### src/rtl/alu_arb_pkg.sv
// Shared types and widths for the round-robin ALU arbiter.
package alu_arb_pkg;

    localparam int ALU_W = 16;
    localparam int RES_W = 17;

    typedef enum logic [2:0] {
        ADD = 3'd0,
        SUB = 3'd1,
        AND = 3'd2,
        OR  = 3'd3,
        XOR = 3'd4
    } alu_op_e;

    typedef enum logic [1:0] {
        IDLE = 2'd0,
        EXEC = 2'd1,
        RESP = 2'd2
    } arb_state_e;

endpackage

### src/rtl/alu16_core.sv
// Combinational 16-bit ALU; bit 16 carries carry (ADD) or borrow (SUB).
module alu16_core
    import alu_arb_pkg::*;
(
    input  logic [ALU_W-1:0] a,
    input  logic [ALU_W-1:0] b,
    input  logic [2:0]       op,
    output logic [RES_W-1:0] y
);

    logic [RES_W-1:0] ax, bx;

    assign ax = {1'b0, a};
    assign bx = {1'b0, b};

    always_comb begin
        y = '0;
        case (alu_op_e'(op))
            ADD:     y = ax + bx;
            SUB:     y = ax - bx;
            AND:     y = ax & bx;
            OR:      y = ax | bx;
            XOR:     y = ax ^ bx;
            default: y = '0;
        endcase
    end

endmodule

### src/rtl/alu_rr_arbiter.sv
// Round-robin arbiter sharing one ALU between NUM_REQ requesters.
// Optional resp_err output for illegal opcodes under `define ALU_ARB_ERR_EN.
module alu_rr_arbiter
    import alu_arb_pkg::*;
#(
    parameter int NUM_REQ = 4,
    parameter int ID_W    = $clog2(NUM_REQ)
) (
    input  logic                     clk,
    input  logic                     rst_n,
    input  logic [NUM_REQ-1:0]       req_valid,
    output logic [NUM_REQ-1:0]       req_ready,
    input  logic [NUM_REQ*ALU_W-1:0] req_in1,
    input  logic [NUM_REQ*ALU_W-1:0] req_in2,
    input  logic [NUM_REQ*3-1:0]     req_op,
    output logic                     resp_valid,
    input  logic                     resp_ready,
    output logic [ID_W-1:0]          resp_id,
    output logic [RES_W-1:0]         resp_data,
`ifdef ALU_ARB_ERR_EN
    output logic                     resp_err,
`endif
    output logic                     busy
);

    // First set bit strictly after ptr, wrapping; lowest offset wins.
    function automatic logic [ID_W-1:0] rr_pick(input logic [NUM_REQ-1:0] v,
                                                input logic [ID_W-1:0]    ptr);
        logic [ID_W-1:0] g;
        int idx;
        g = '0;
        for (int k = NUM_REQ; k >= 1; k--) begin
            idx = (int'(ptr) + k) % NUM_REQ;
            if (v[idx]) g = idx[ID_W-1:0];
        end
        return g;
    endfunction

    arb_state_e       state_q, state_d;
    logic [ID_W-1:0]  rr_ptr_q, g_q, pick;
    logic [ALU_W-1:0] a_q, b_q;
    logic [2:0]       op_q;
    logic [RES_W-1:0] alu_y;
    logic             any_req;

    assign any_req = |req_valid;
    assign pick    = rr_pick(req_valid, rr_ptr_q);
    assign busy    = (state_q != IDLE);

    alu16_core u_alu (
        .a  (a_q),
        .b  (b_q),
        .op (op_q),
        .y  (alu_y)
    );

    always_comb begin
        state_d   = state_q;
        req_ready = '0;
        case (state_q)
            IDLE: if (any_req) begin
                req_ready[pick] = 1'b1;
                state_d         = EXEC;
            end
            EXEC:    state_d = RESP;
            RESP:    if (resp_ready) state_d = IDLE;
            default: state_d = IDLE;
        endcase
    end

    always_ff @(posedge clk or negedge rst_n) begin
        if (!rst_n) begin
            state_q    <= IDLE;
            rr_ptr_q   <= ID_W'(NUM_REQ - 1);
            g_q        <= '0;
            a_q        <= '0;
            b_q        <= '0;
            op_q       <= '0;
            resp_valid <= 1'b0;
            resp_id    <= '0;
            resp_data  <= '0;
`ifdef ALU_ARB_ERR_EN
            resp_err   <= 1'b0;
`endif
        end else begin
            state_q <= state_d;
            case (state_q)
                IDLE: if (any_req) begin
                    a_q      <= req_in1[pick*ALU_W +: ALU_W];
                    b_q      <= req_in2[pick*ALU_W +: ALU_W];
                    op_q     <= req_op[pick*3 +: 3];
                    g_q      <= pick;
                    rr_ptr_q <= pick;
                end
                EXEC: begin
                    resp_data  <= alu_y;
                    resp_id    <= g_q;
                    resp_valid <= 1'b1;
`ifdef ALU_ARB_ERR_EN
                    resp_err   <= (op_q > 3'd4);
`endif
                end
                RESP: if (resp_ready) resp_valid <= 1'b0;
                default: ;
            endcase
        end
    end

endmodule

### config.mk
export PLATFORM = sky130hd
export DESIGN_NAME = alu_rr_arbiter
export DESIGN_NICKNAME = d
export VERILOG_FILES = /design/src/rtl/alu_arb_pkg.sv /design/src/rtl/alu16_core.sv /design/src/rtl/alu_rr_arbiter.sv
export SDC_FILE = /design/constraint.sdc
export NUM_CORES = 1
export LEC_CHECK = 0
export CAP_MARGIN = 10
export CORE_ASPECT_RATIO = 0.75
export CORE_MARGIN = 5
export CORE_UTILIZATION = 48
export CTS_BUF_LIST = sky130_fd_sc_hd__clkbuf_8
export DETAILED_ROUTE_END_ITERATION = 16
export PLACE_DENSITY_LB_ADDON = 0.3
export SLEW_MARGIN = 40
export SYNTH_ARGS = -nofsm -noshare
export SYNTH_HDL_FRONTEND = slang
export SYNTH_SLANG_ARGS = --single-unit
### constraint.sdc
create_clock -name clk -period 4.7 [get_ports clk]
set_clock_uncertainty 0.1 [all_clocks]
set_input_delay 0.94 -clock clk [delete_from_list [all_inputs] [get_ports clk]]
set_output_delay 0.94 -clock clk [all_outputs]
set_load 0.02 [all_outputs]
[Word level (Yosys, flattened, before mapping)]
Cells that the tools add are included.
Storage, ports and cells
  register bits: 61
  input port bits: 147
  output and inout port bits: 25
Cells by class
  add/sub/neg operators: 6
  $mul: 1
  $lt $le $gt $ge: 6
  eq/ne operators: 8
  shift-type cells: 3
  muxes and demuxes: 26
  bitwise logic cells: 7
  reductions and logical operators: 13
Operator list (number)
  $shiftx 64x7->16: 2
  $pmux 17 s5: 1
  $add 16x16->17: 1
  $sub 16x16->17: 1
  $and 16x16->16: 1
  $lt 3x4->1 const B: 4
  $or 16x16->16: 1
  $xor 16x16->16: 1
  $mux 2: 6
  $shiftx 12x5->3: 1
  $mux 1: 10
  $bmux 1 s2: 4
  $mux 4: 2
  $reduce_or 2->1: 4
  $eq 3x2->1 const B: 2
  $pmux 2 s3: 1
  $reduce_and 2->1: 3
  $add 2x1->2 const B: 2
  $add 2x2->2 const B: 2
  $and 1x1->1 const A: 4
  $mul 2x2->4 const B: 1
  $ne 2x2->1 const B: 2
  $reduce_bool 2->1: 2
  $reduce_or 4->1: 1
  11 further kinds: 11

[Longest topological paths before layout]
Gate-level depths: netlist of run 1.
  word-level depth: 16
  gate-level depth with buffers: 13

[Hierarchy]
From an unflattened synthesis of run 1, not the netlist that was laid out.
Second synthesis, totals
  cell total of the unflattened synthesis: 666
  area, all modules: 5651.7 sq um
Modules (own cells, without submodules)
  alu_rr_arbiter: times used 1, cells each 362, area an instance 3572.2 sq um, sequential area each 1529.0 sq um
  alu16_core: times used 1, cells each 304, area an instance 2079.5 sq um, sequential area each 0.0 sq um

[Worst setup path before layout of run 1]
No wires, ideal clock.
  path type: reg2reg
  from: register b_q[2]
  to: register resp_data[14]
  arrival time: 3.140 ns
  slack: 1.329 ns
  stages on the path, launching flop included: 13
  buffers on the path: 1
  period minus slack after synthesis: 3.371 ns
  cell sequence: dfrtp_1 -> nor4_1 -> nand2_1 -> nor3_1 -> a21oi_1 -> xnor2_1 -> ha_1 -> clkbuf_1 -> a21o_1 -> o221ai_1 -> o21ai_1 -> o311a_1 -> or3_1
Between the ends
  word-level cells in the longest chain between the ends: 2
  elaborated cells between the ends (all ways): 3
  those cells by class: 2 x add/sub; 1 x mux
Ends and longest elaborated chain
  start: declaration: RTL line alu_rr_arbiter.sv:41  | logic [ALU_W-1:0] a_q, b_q;
  start signal: assignment: RTL line alu_rr_arbiter.sv:90  | b_q <= req_in2[pick*ALU_W +: ALU_W];
  $sub 16x16->17 or $add 16x16->17 (tied branches): RTL line alu16_core.sv:20, alu16_core.sv:19
  $pmux 17 s5 *: RTL line alu16_core.sv:18  | case (alu_op_e'(op))
  end signal: assignment: RTL line alu_rr_arbiter.sv:96  | resp_data <= alu_y;
  end: declaration: RTL line alu_rr_arbiter.sv:19  | output logic [RES_W-1:0] resp_data,
Every way passes the cells marked *; elsewhere a longest branch is shown, timed or not.
A chain may end at the register's enable or synchronous reset.

[Worst setup path in the final report of run 1]
  from: input req_valid[2]
  to: output req_ready[0]
Between the ends
  word-level cells in the longest chain between the ends: 13
  elaborated cells between the ends (all ways): 24
  those cells by class: 2 x order compare; 20 x mux; 2 x reduce/logical
Ends and longest elaborated chain
  start: declaration: RTL line alu_rr_arbiter.sv:11  | input logic [NUM_REQ-1:0] req_valid,
  $bmux 1 s2: RTL line alu_rr_arbiter.sv:34  | if (v[idx]) g = idx[ID_W-1:0];
  $mux 1 (implied by the code) (2 in a row): RTL line alu_rr_arbiter.sv:34
  $mux 2 (4 in a row): RTL line alu_rr_arbiter.sv:34
  $lt 2x3->1 (implied by the code) or $ge 2x1->1 (tied branches): RTL line alu_rr_arbiter.sv:62  | req_ready[pick] = 1'b1;
  $logic_and 1x1->1 (implied by the code): RTL line alu_rr_arbiter.sv:62
  $mux 1 (implied by the code): RTL line alu_rr_arbiter.sv:62
  $demux 1 s2: RTL line alu_rr_arbiter.sv:62
  $mux 4 *: RTL line alu_rr_arbiter.sv:61  | IDLE: if (any_req) begin
  $mux 4 *: RTL line alu_rr_arbiter.sv:60  | case (state_q)
  end: declaration: RTL line alu_rr_arbiter.sv:12  | output logic [NUM_REQ-1:0] req_ready,
Every way passes the cells marked *; elsewhere a longest branch is shown, timed or not. The select of a mux whose other input is x is not followed.

==> results.cfg, run 1 <==
[layout]
antenna_cells = 0
drive_gt1_share_pct = 15.7
fin_area_um2 = 7350
final_nets = 872
area_growth_pct = 38.3

[synth]
yosysMostFrequentCell = dfrtp_1
yosys-top-cells-area = dfrtp_1 (28%), mux4_2 (15%), ha_1 (12%)
ys_warn_count = 0
async_flop_share_pct = 100
synth_seq_area_share_pct = 28.8
syn_nets = 714
synth_area_um2 = 5310
synth_ff_type = dfrtp_1
synth.largest_area_cell = dfrtp_1
synth_top_area_share_pct = 27.8
synth.ff_latch_count = 61
synthCells = 517
ys_types = 56
synthTopCellsByCount = dfrtp_1 (59), ha_1 (49), inv_1 (44)
avgSynthCellArea_um2 = 10.3
synth_edf_count = 0

[clock_tree]
clk_pin_slew_ns = 0.07
clk_path_buf_depth = 2
post_cts_buffers = 0
cts_tree = built
cts_sinks = 61
clockRootBuffer = clkbuf_8
cts_resized = 0
ctsHoldBuffers = 0
cts_buffers = 9
htree_num_levels = 3
clock_latency_ns = 0.35

[global_routing]
track_usage_pct = 24.1
grt_max_degree = 42
grt_pass1_wl_mm = 25.7
grt_pass1_vias = 4932
antenna_found_initial = 0
grt_overflow_total = 0

[placed_design]
numPortBuffers = 171
placed_cell_area_um2 = 7140
routabilityCongestion = 0.908
hpwl_mm = 12.9

[detailed_routing]
avgRoutedWirePerCell_um = 19.4
vias = 4807
dr.pass1.iters = 5
viasPerCell = 5.86
drc = 0
drtIter0Drc = 385
ant_nets = 0
wirelength_mm = 15.9

[critical_path]
worstPathMaxFanout = 11
critical_path_required_ns = 3.66
arrival_ns = 3.04
crit_path_end_kind = output pin
startpoint_type = input port
r2r-start = b_q[5]$_DFFE_PN0P_
r2r-end = resp_data[14]$_DFFE_PN0P_
path_class = in2out
reg2reg_depth = 12
r2r_slack_ns = 0.99

[sta]
rsz0062_at_grt = no
final_max_slew_viol_count = 0
hold_violations = 0
setup_viol = 0
period_minus_slack_ns = 4.08
clock.fmax_ghz = 0.245
max-slew-margin-rel_pct = 57.8
tightest_slew_ns = 0.630
period_share_pct = 86.9
finalSetupTns_ns = 0

[power]
sequentialPowerShare_pct = 20.5
p_per_area_nw_per_um2 = 754
switching_share_pct = 47.9
p_sw_mw = 2.66
p_clk_share_pct = 8.9
p_int_mw = 2.89
vdd_drop_max_mv = 0.279
pwr-share-comb_pct = 70.6
leakage_nw = 3.09

[worst_hold_path]
holdPathEnd = resp_data[1]$_DFFE_PN0P_
hold_path_class = reg2reg
worstHoldStart = resp_data[1]$_DFFE_PN0P_
hold_path_depth = 2

[floorplan]
fp.coreArea_um2 = 10900
die_y_um = 101
rows = 33
ios = 172
start_util_pct = 48.9
dieWidth_um = 131
fp.dieArea_um2 = 13300

[job]
drv_cap = 0

[status]
status = complete, no violations
[how the worst max path moves through the flow]
stage,depth (start not counted),slack (ns),from,endpoint
5_1_grt,6,0.45,req_valid[2],req_ready[0]
3_5_place_dp,6,0.62,req_valid[2],req_ready[0]
6_report,6,0.62,req_valid[2],req_ready[0]
3_3_place_gp,6,0.69,req_valid[2],req_ready[0]
4_1_cts,6,0.62,req_valid[2],req_ready[0]
2_1_floorplan,12,1.33,b_q[2]$_DFFE_PN0P_,resp_data[14]$_DFFE_PN0P_
[cell families after synthesis]
family	share of synthesized area [%]
adders and majority gates	11.9
xor gates and xnor gates	3.30
DFF	28.8
buffers and inverters	5.72
and+or+nand+nor	9.59
muxes	24.0
AOI/OAI and AO/OA	16.7
[layout by cell type, fill, tap and decap left out, drive strengths merged, types with 6 or more instances in the layout]
cell / n
a21o: 9
a21oi: 29
a22oi: 10
a31oi: 7
and3: 6
buf: 8
clkbuf: 10
clkdlybuf4s50: 170
dfrtp: 59
ha: 49
inv: 45
mux2: 37
mux2i: 7
mux4: 35
nand2: 35
nand2b: 8
nor2: 22
nor3: 9
o211ai: 8
o21a: 13
o21ai: 16
o221ai: 7
xnor2: 17
[critical path, stage by stage]
cell and delay, ns:
clkdlybuf4s50_1 0.51, nand2b_1 0.14, a21boi_0 0.18, o21a_1 0.41, nor3b_1 0.23, clkdlybuf4s50_1 0.63
[area by class of cell]
cell class | instances | area, um2
repair buffers | 178 | 1760
inverters | 44 | 165
clock buffers | 10 | 138
multi-input cells | 381 | 3510
clock inverters | 6 | 71.3
flip-flops and latches | 61 | 1530
well taps | 140 | 175
fillers | 823 | 3510
[metal layers]
metal | track usage (%) | share of wire, % | up-vias
met5 | 0 | 0 | -
met2 | 37.9 | 46 | 187
met4 | 5.93 | 0.86 | 0
li1 | - | - | 2245
met1 | 33.9 | 46 | 2362
met3 | 6.09 | 7.1 | 13
[state kept, by name, summed over array words and instances (netlist names)]
signal and flops:
a_q 16, b_q 16, g_q 2, resp_data 17, resp_valid 1, rr_ptr_q 2, state_q 2, resp_id 2
op_q 3
[power by group through the flow]
stage,clock (mW),sequential (mW),combinational (mW)
2_1_floorplan,0,1.07,2.84
3_3_place_gp,0,1.10,3.73
3_5_place_dp,0,1.13,3.84
4_1_cts,0.506,1.12,3.87
5_1_grt,0.524,1.17,4.30
6_report,0.496,1.14,3.91
[metrics by stage]
stage / util [%] / total power [mW] / hold slack, ns / instances / worst slack, ns
detailed placement: 65.7 / 4.97 / 0.374 / 804 / 0.618
global route: 67.7 / 5.99 / 0.414 / 820 / 0.452
global placement: 65.6 / 4.84 / 0.361 / 804 / 0.692
finish: 67.7 / 5.54 / 0.386 / 820 / 0.618
floorplan: - / 3.91 / 0.343 / 517 / 1.33
CTS: 67.6 / 5.50 / 0.392 / 820 / 0.616
Power figures use the tool's default switching activity.
==> run 2, diff against run 1 <==
clock period = 4.5 ns   (was 4.7 ns; I/O delays follow)
==> run 2 against run 1 <==
Against the previous run:
- combinational power increased by 5%
- largest cell class unchanged
- non-clock buffer count is 2 higher
- critical path depth did not move
- sequential share of layout area down 0.099 points
- setup slack got worse by 0.12 ns
- critical path type unchanged
- worst hold slack got worse by 0.0046 ns
==> results.cfg, run 2 (same netlist as run 1, synthesis figures left out) <==
[status]
status = complete, no violations

[sta]
whs_ns = 0.382
period_share_pct = 88.9
clock.fmax_ghz = 0.250
setup_viol = 0
fin_ws_ns = 0.501
finalSetupTns_ns = 0
max-slew-margin-rel_pct = 49.6
period_minus_slack_ns = 4.00
tightest_slew_ns = 0.750
final_max_slew_viol_count = 0
hold_violations = 0
rsz0062_at_grt = no

[power]
leakage_nw = 3.12
pwr-share-comb_pct = 70.0
switching_share_pct = 47.2
vdd_drop_max_mv = 0.300
p_int_mw = 3.10
sequentialPowerShare_pct = 20.1
p_sw_mw = 2.77
p_clk_share_pct = 9.9
p_per_area_nw_per_um2 = 795

[layout]
reg_top3 = resp_data x17, a_q x16, b_q x16
largest_reg_flops = 17
final_util_pct = 68.0
final_nets = 874
drive_gt1_share_pct = 15.5
layout_commonest_cell = clkdlybuf4s50_1
layout_common_cells = clkdlybuf4s50_1 (170), dfrtp_1 (59), ha_1 (49)
finalNonFillerCells = 822
antenna_cells = 0
area_growth_pct = 39.0
top_register = resp_data

[global_routing]
antenna_found_initial = 0
grt_pass1_wl_mm = 26.2
grt_overflow_total = 0
grt_max_degree = 40
track_usage_pct = 24.8
grt_pass1_vias = 5127

[job]
drv_cap = 0

[critical_path]
cp_slowest_cell = clkdlybuf4s50_1
path_common_cell = clkdlybuf4s50_1
path_class = in2out
cp.buffers_inverters = 2
path_cells = clkdlybuf4s50_1 -> nand2b_1 -> a21boi_0 -> o21a_1 -> nor3b_1 -> clkdlybuf4s50_1
cp_slowest_stage_delay_ns = 0.63
critical_path_required_ns = 3.50
r2r-end = resp_data[14]$_DFFE_PN0P_
critical-path-top-delay-family = buffers and inverters
startpoint_type = input port
r2r_slack_ns = 0.89
r2r-start = b_q[5]$_DFFE_PN0P_
worstPathMaxFanout = 11
reg2reg_depth = 13
arrival_ns = 3.00
crit_path_end_kind = output pin

[clock_tree]
clock_latency_ns = 0.36
clk_path_buf_depth = 2
cts_buffers = 9
ctsHoldBuffers = 0
htree_num_levels = 3
cts_tree = built
cts_sinks = 61
clockRootBuffer = clkbuf_8
cts_resized = 0
post_cts_buffers = 0
clk_pin_slew_ns = 0.07

[detailed_routing]
met3_length_mm = 1.38
wirelength_mm = 16.4
viasPerCell = 5.94
ant_nets = 0
drtIter0Drc = 407
vias = 4885
dr.pass1.iters = 5
met1Wirelength_mm = 7.28
wl_met2_mm = 7.56
avgRoutedWirePerCell_um = 19.9
highest_layer = met4
drc = 0

[floorplan]
rows = 33
fp.dieArea_um2 = 13300
fp.coreArea_um2 = 10900
start_util_pct = 48.9
die_y_um = 101
dieWidth_um = 131
ios = 172

[placed_design]
hpwl_mm = 13.3
dpl.cell_count = 806
routabilityCongestion = 0.873
numPortBuffers = 171
pre_cts_ws_ns = 0.516

[worst_hold_path]
worstHoldStart = resp_data[1]$_DFFE_PN0P_
hold_path_class = reg2reg
hold_path_depth = 2
holdPathEnd = resp_data[1]$_DFFE_PN0P_
-- run 2: changes by cell type in the layout (fill, tap and decap cells not counted), sizes merged --
cell / previous run / this run
clkbuf: 10 / 12
clkinvlp: 2 / 1
buf: 8 / 10
bufinv: 1 / 2
clkinv: 2 / 0
-- run 2: layout make-up --
cell class                      instances  area, um2
Inverter                               44        165
Fill cell                             822       3470
Sequential cell                        61       1530
Clock buffer                           12        165
Clock inverter                          4       71.3
Tap cell                              140        175
Multi-Input combinational cell        381       3500
Timing Repair Buffer                  180       1770
-- run 2: worst min-delay path, cell delays in order, from the launching register on --
cell and delay [ns]:
dfrtp_1 0.35, nand2_1 0.04, o21ai_0 0.06
-- run 2: worst max-delay path by stage --
stage | from | to | slack [ns] | cells past startpoint
after global placement | req_valid[2] | req_ready[0] | 0.57 | 6
after global routing | req_valid[2] | req_ready[0] | 0.37 | 6
after CTS | req_valid[2] | req_ready[0] | 0.50 | 6
after detailed placement | req_valid[2] | req_ready[0] | 0.52 | 6
final | req_valid[2] | req_ready[0] | 0.50 | 6
after floorplan | b_q[2]$_DFFE_PN0P_ | resp_data[14]$_DFFE_PN0P_ | 1.13 | 12
-- run 2: power by group through the flow --
stage	logic, mW	registers, mW	clock network, mW
3_3_place_gp	3.91	1.15	0
4_1_cts	4.06	1.17	0.588
2_1_floorplan	2.97	1.12	0
5_1_grt	4.49	1.23	0.615
3_5_place_dp	4.02	1.18	0
6_report	4.11	1.18	0.582
-- run 2: per-layer routing --
metal | track usage (%) | vias to the layer above
li1 | - | 2249
met1 | 33.8 | 2405
met2 | 39.0 | 218
met3 | 8.18 | 13
met4 | 5.69 | 0
met5 | 0 | -
-- run 2: metrics by stage --
stage | power (mW) | area (um2)
6_report | 5.87 | 7380
5_1_grt | 6.33 | 7380
4_1_cts | 5.82 | 7380
3_5_place_dp | 5.20 | 7150
3_3_place_gp | 5.06 | 7140
2_1_floorplan | 4.09 | 5310
